**src/rtl/lc3b_regfile_sb.sv**
```systemverilog
// LC-3b general-purpose register file: one write port, two registered read ports,
// optional write-to-read forwarding and a per-register busy scoreboard for RAW hazards.
module lc3b_regfile_sb #(
  parameter int DATA_W   = 16,
  parameter int ADDR_W   = 3,
  parameter int LINK_REG = 7,
  parameter int BYPASS   = 1
) (
  input  logic                    clk,
  input  logic                    rst,
  input  logic                    wr_en,
  input  logic                    link_sel,
  input  logic [ADDR_W-1:0]       wr_addr,
  input  logic [DATA_W-1:0]       wr_data,
  input  logic                    rd_en,
  input  logic [ADDR_W-1:0]       rd_addr1,
  input  logic [ADDR_W-1:0]       rd_addr2,
  output logic [DATA_W-1:0]       rd_data1,
  output logic [DATA_W-1:0]       rd_data2,
  input  logic                    issue_en,
  input  logic [ADDR_W-1:0]       issue_addr,
  input  logic                    sb_clear,
  output logic                    hazard1,
  output logic                    hazard2,
  output logic [(2**ADDR_W)-1:0]  busy_vec
);

  localparam int NUM_REGS = 2**ADDR_W;
  localparam logic [ADDR_W-1:0] LINK_IDX = ADDR_W'(LINK_REG);
  localparam logic BYP = (BYPASS != 0);

  logic [ADDR_W-1:0] dest;
  logic [DATA_W-1:0] regs_reg [NUM_REGS];
  logic [DATA_W-1:0] rd_data1_next;
  logic [DATA_W-1:0] rd_data2_next;
  logic              fwd1;
  logic              fwd2;
  logic [NUM_REGS-1:0] busy_reg;
  logic [NUM_REGS-1:0] busy_next;

  assign dest = link_sel ? LINK_IDX : wr_addr;

  // Storage must clear asynchronously, so it is built from flops rather than RAM.
  always_ff @(posedge clk or negedge rst) begin
    if (!rst) begin
      for (int i = 0; i < NUM_REGS; i++) begin
        regs_reg[i] <= '0;
      end
    end else if (wr_en) begin
      regs_reg[dest] <= wr_data;
    end
  end

  assign fwd1 = BYP && wr_en && (dest == rd_addr1);
  assign fwd2 = BYP && wr_en && (dest == rd_addr2);

  always_comb begin
    rd_data1_next = fwd1 ? wr_data : regs_reg[rd_addr1];
    rd_data2_next = fwd2 ? wr_data : regs_reg[rd_addr2];
  end

  always_ff @(posedge clk or negedge rst) begin
    if (!rst) begin
      rd_data1 <= '0;
      rd_data2 <= '0;
    end else if (rd_en) begin
      rd_data1 <= rd_data1_next;
      rd_data2 <= rd_data2_next;
    end
  end

  // Per-register busy priority: flush, then a fresh issue, then the retiring write.
  generate
    for (genvar gi = 0; gi < NUM_REGS; gi++) begin : g_busy
      assign busy_next[gi] = sb_clear                                    ? 1'b0 :
                             (issue_en && (issue_addr == ADDR_W'(gi)))   ? 1'b1 :
                             (wr_en && (dest == ADDR_W'(gi)))            ? 1'b0 :
                                                                           busy_reg[gi];
    end
  endgenerate

  always_ff @(posedge clk or negedge rst) begin
    if (!rst) begin
      busy_reg <= '0;
    end else begin
      busy_reg <= busy_next;
    end
  end

  assign busy_vec = busy_reg;
  assign hazard1  = busy_reg[rd_addr1] & ~fwd1;
  assign hazard2  = busy_reg[rd_addr2] & ~fwd2;

endmodule

```
**config.mk**
```make
export PLATFORM = sky130hd
export DESIGN_NAME = lc3b_regfile_sb
export DESIGN_NICKNAME = d
export VERILOG_FILES = /design/src/rtl/lc3b_regfile_sb.sv
export SDC_FILE = /design/constraint.sdc
export NUM_CORES = 1
export LEC_CHECK = 0
export ABC_AREA = 0
export CELL_PAD_IN_SITES_DETAIL_PLACEMENT = 0
export CELL_PAD_IN_SITES_GLOBAL_PLACEMENT = 1
export CORE_MARGIN = 5
export CORE_UTILIZATION = 52
export DETAILED_ROUTE_END_ITERATION = 10
export GPL_ROUTABILITY_DRIVEN = 0
export PLACE_DENSITY = 0.95
export SLEW_MARGIN = 20
export SYNTH_ARGS = -nofsm -noshare
export SYNTH_HDL_FRONTEND = slang
export SYNTH_SLANG_ARGS = --single-unit
```
**constraint.sdc**
```tcl
create_clock -name clk -period 4.7 [get_ports clk]
set_input_delay 1.175 -clock clk [delete_from_list [all_inputs] [get_ports clk]]
set_output_delay 1.175 -clock clk [all_outputs]
set_load 0.05 [all_outputs]
```
==> impl_metrics.tcl <==
set metrics [dict create \
    portBuffers 76 \
    met3_length_mm 1.686 \
    cts_htree_levels 4 \
    critPathMaxStageDelay_ns 0.66 \
    end_kind "output port" \
    wl_met2_mm 11.45 \
    worst_hold_slack_ns 0.5068 \
    netlist.area_leader.share_pct 48.04 \
    yosys_warnings 0 \
    die_h_um 139.7 \
    cts_resized 0 \
    multi_input_area_mm2 0.004198 \
    routedWlPerCell_um 24.05 \
    wirelength_mm 23.12 \
    syn_to_final_growth_pct 17.84 \
    maxSlewViolCount 0 \
    synth_ff_type "dfrtp_1" \
    grt_pass1_vias 6677 \
    syn_inst 661 \
    cts-root-buf "clkbuf_16" \
    num_vias 6250 \
    synth_nets 696 \
    largest_reg_flops 128 \
    grt-ovfl-total 0 \
    fin_crit_ns 4.250 \
    regArea_mm2 0.004204 \
    required_ns 3.52 \
    dr.first_iter.drc_count 651 \
    cp_cell_sequence "clkdlybuf4s50_1, or3_1, a2bb2oi_1, and3_1, nor2_1, buf_4" \
    final_util_pct 62.41 \
    slowest_stage "clkdlybuf4s50_1" \
    syn_area_per_cell_um2 13.24 \
    layout_setup_ws_ns 0.4499 \
    powerDensity_mw_per_mm2 450.0 \
    yosysSeqAreaShare_pct 48.04 \
    track_usage_pct 24.40 \
    hold_class "flop to flop" \
    status "finished, final reports clean" \
    vdd_drop_max_mv 0.2958 \
    worstSkewPairLatency_ns 0.43 \
    rsz0062_at_grt "false" \
    async_reset_ff_share_pct 100.0 \
    tns_ns 0 \
    crit_type "input port to output port" \
    row_count 47 \
    holdBufCountCts 0 \
    relSlewSlack_pct 34.40 \
    diodes 0 \
    core-area_mm2 0.01652 \
    wl_met1_mm 9.256 \
    critPathLaunchType "input port" \
    fillCellCount 1160 \
    finalCritPeriodShare_pct 90.43 \
    post_cts_buffers 0 \
    vias_per_cell 6.504 \
    cp.arrival_ns 3.08 \
    layout.nets 764 \
    cts_sinks 168 \
    start_util_pct 52.96 \
    setup_viol 0 \
    synth_cell_types 47 \
    cp_max_fo 13 \
    synth_edf_count 0 \
    firstDrtPassIters 5 \
    numCtsBuffers 17 \
    drive_gt1_share_pct 30.77 \
    synth_area_mm2 0.008751 \
    fin_worst_skew_ns 0.008150 \
    grt_max_degree 95 \
    die_area_mm2 0.01952 \
    yosysTopAreaCell "dfrtp_1" \
    maxCapViolations 0 \
    antenna_found_initial 0 \
    pre_cts_ws_ns 0.4861 \
    synth-seq-cells 168 \
    hold_violations 0 \
    io_pins 77 \
    worst_pin_slew_ns 0.9841 \
    cts_tree "done" \
    hpwl_mm 15.14 \
    ant_nets 0 \
    path_clk_slew_ns 0.06 \
    clk_path_buf_depth 2 \
    top_layer "met4" \
    fmaxAchievable_ghz 0.2353 \
    die_w_um 139.7 \
    synthTopCellsByArea "dfrtp_1 (48%), mux4_2 (15%), mux2_2 (11%), nand2_1 (3.2%), o21ai_0 (3.0%)" \
    leakagePower_nw 4.406 \
    grt_first_pass_wirelength_mm 37.15 \
    route.detailed.drc 0 \
]
-- worst paths after layout --
kind                       slack (ns)     startpoint       endpoint  depth (start not counted)
setup / recovery                 0.45       link_sel        hazard1                          6
min in group asynchronous        0.83            rst  regs_reg[122]                          1
setup reg to reg                 3.06  regs_reg[104]    rd_data2[8]                          3
hold reg to reg                  0.51   regs_reg[10]   regs_reg[10]                          2
max in group asynchronous        3.00            rst    rd_data2[3]                          2
hold / removal                   0.51   regs_reg[10]   regs_reg[10]                          2
-- worst max-delay path: cells and delay by family --
kind,cells,cell delay [ns]
and+or+nand+nor,3,0.85
AOI/OAI and AO/OA,1,0.18
buffers and inverters,2,0.86
-- area by class of cell --
class                   count  area share [%]
well taps                 220           2.669
clock buffers              21           4.562
multi-input cells         424           40.71
flip-flops and latches    168           40.77
inverters                  13          0.4732
clock inverters            10           1.395
repair buffers            105           9.427
-- cell families (layout without fill, tap and decap cells) --
group / count (synthesis) / count (layout) / share of synthesized area (%)
simple gates: 135 / 135 / 7.063
flops: 168 / 168 / 48.04
buf+inv: 69 / 149 / 3.989
xor+xnor: 2 / 2 / 0.2002
compound gates: 109 / 109 / 8.951
mux: 178 / 178 / 31.76
-- layer usage --
metal,up-vias,track usage (%)
li1,2625,-
met1,3254,31.89
met2,300,40.04
met3,71,5.386
met4,0,9.638
met5,-,0
-- where the power goes --
part / total, mW / internal (mW) / switching (mW)
sequential: 1.97 / 1.75 / 0.229
clock: 1.46 / 0.878 / 0.581
combinational: 1.21 / 0.601 / 0.606
-- cell usage in the layout, fill, tap and decap left out, types with 3 or more instances in the layout --
master,instances
a21oi_1,8
a221o_1,5
a221oi_2,9
a22o_1,7
and2_1,5
buf_2,3
buf_4,30
bufinv_16,3
clkbuf_16,17
clkbuf_8,3
clkdlybuf4s50_1,70
clkinvlp_4,3
dfrtp_1,168
inv_1,13
mux2_2,88
mux2i_1,20
mux4_1,9
mux4_2,59
nand2_1,75
nand2b_1,5
nand3_1,13
nor2_1,19
nor2b_1,5
o21a_1,5
o21ai_0,53
o311ai_0,5
o311ai_1,4
-- stage by stage --
| stage | cell area [um^2] | instances | total power, mW |
|---|---|---|---|
| floorplan | 8751 | 661 | 2.790 |
| global placement | 9698 | 930 | 3.112 |
| detailed placement | 9698 | 930 | 3.187 |
| CTS | 10310 | 961 | 4.648 |
| global route | 10310 | 961 | 4.826 |
| finish | 10310 | 961 | 4.641 |
-- synthesized netlist by cell type (all sizes together), types with 8 or more instances --
| cell type | number |
|---|---|
| nand2 | 75 |
| clkbuf | 24 |
| nor2 | 21 |
| mux2 | 90 |
| a21oi | 8 |
| o311ai | 9 |
| a221oi | 10 |
| dfrtp | 168 |
| mux2i | 20 |
| o21ai | 54 |
| buf | 32 |
| inv | 13 |
| mux4 | 68 |
| nand3 | 13 |
(Power assumes the default switching activity.)
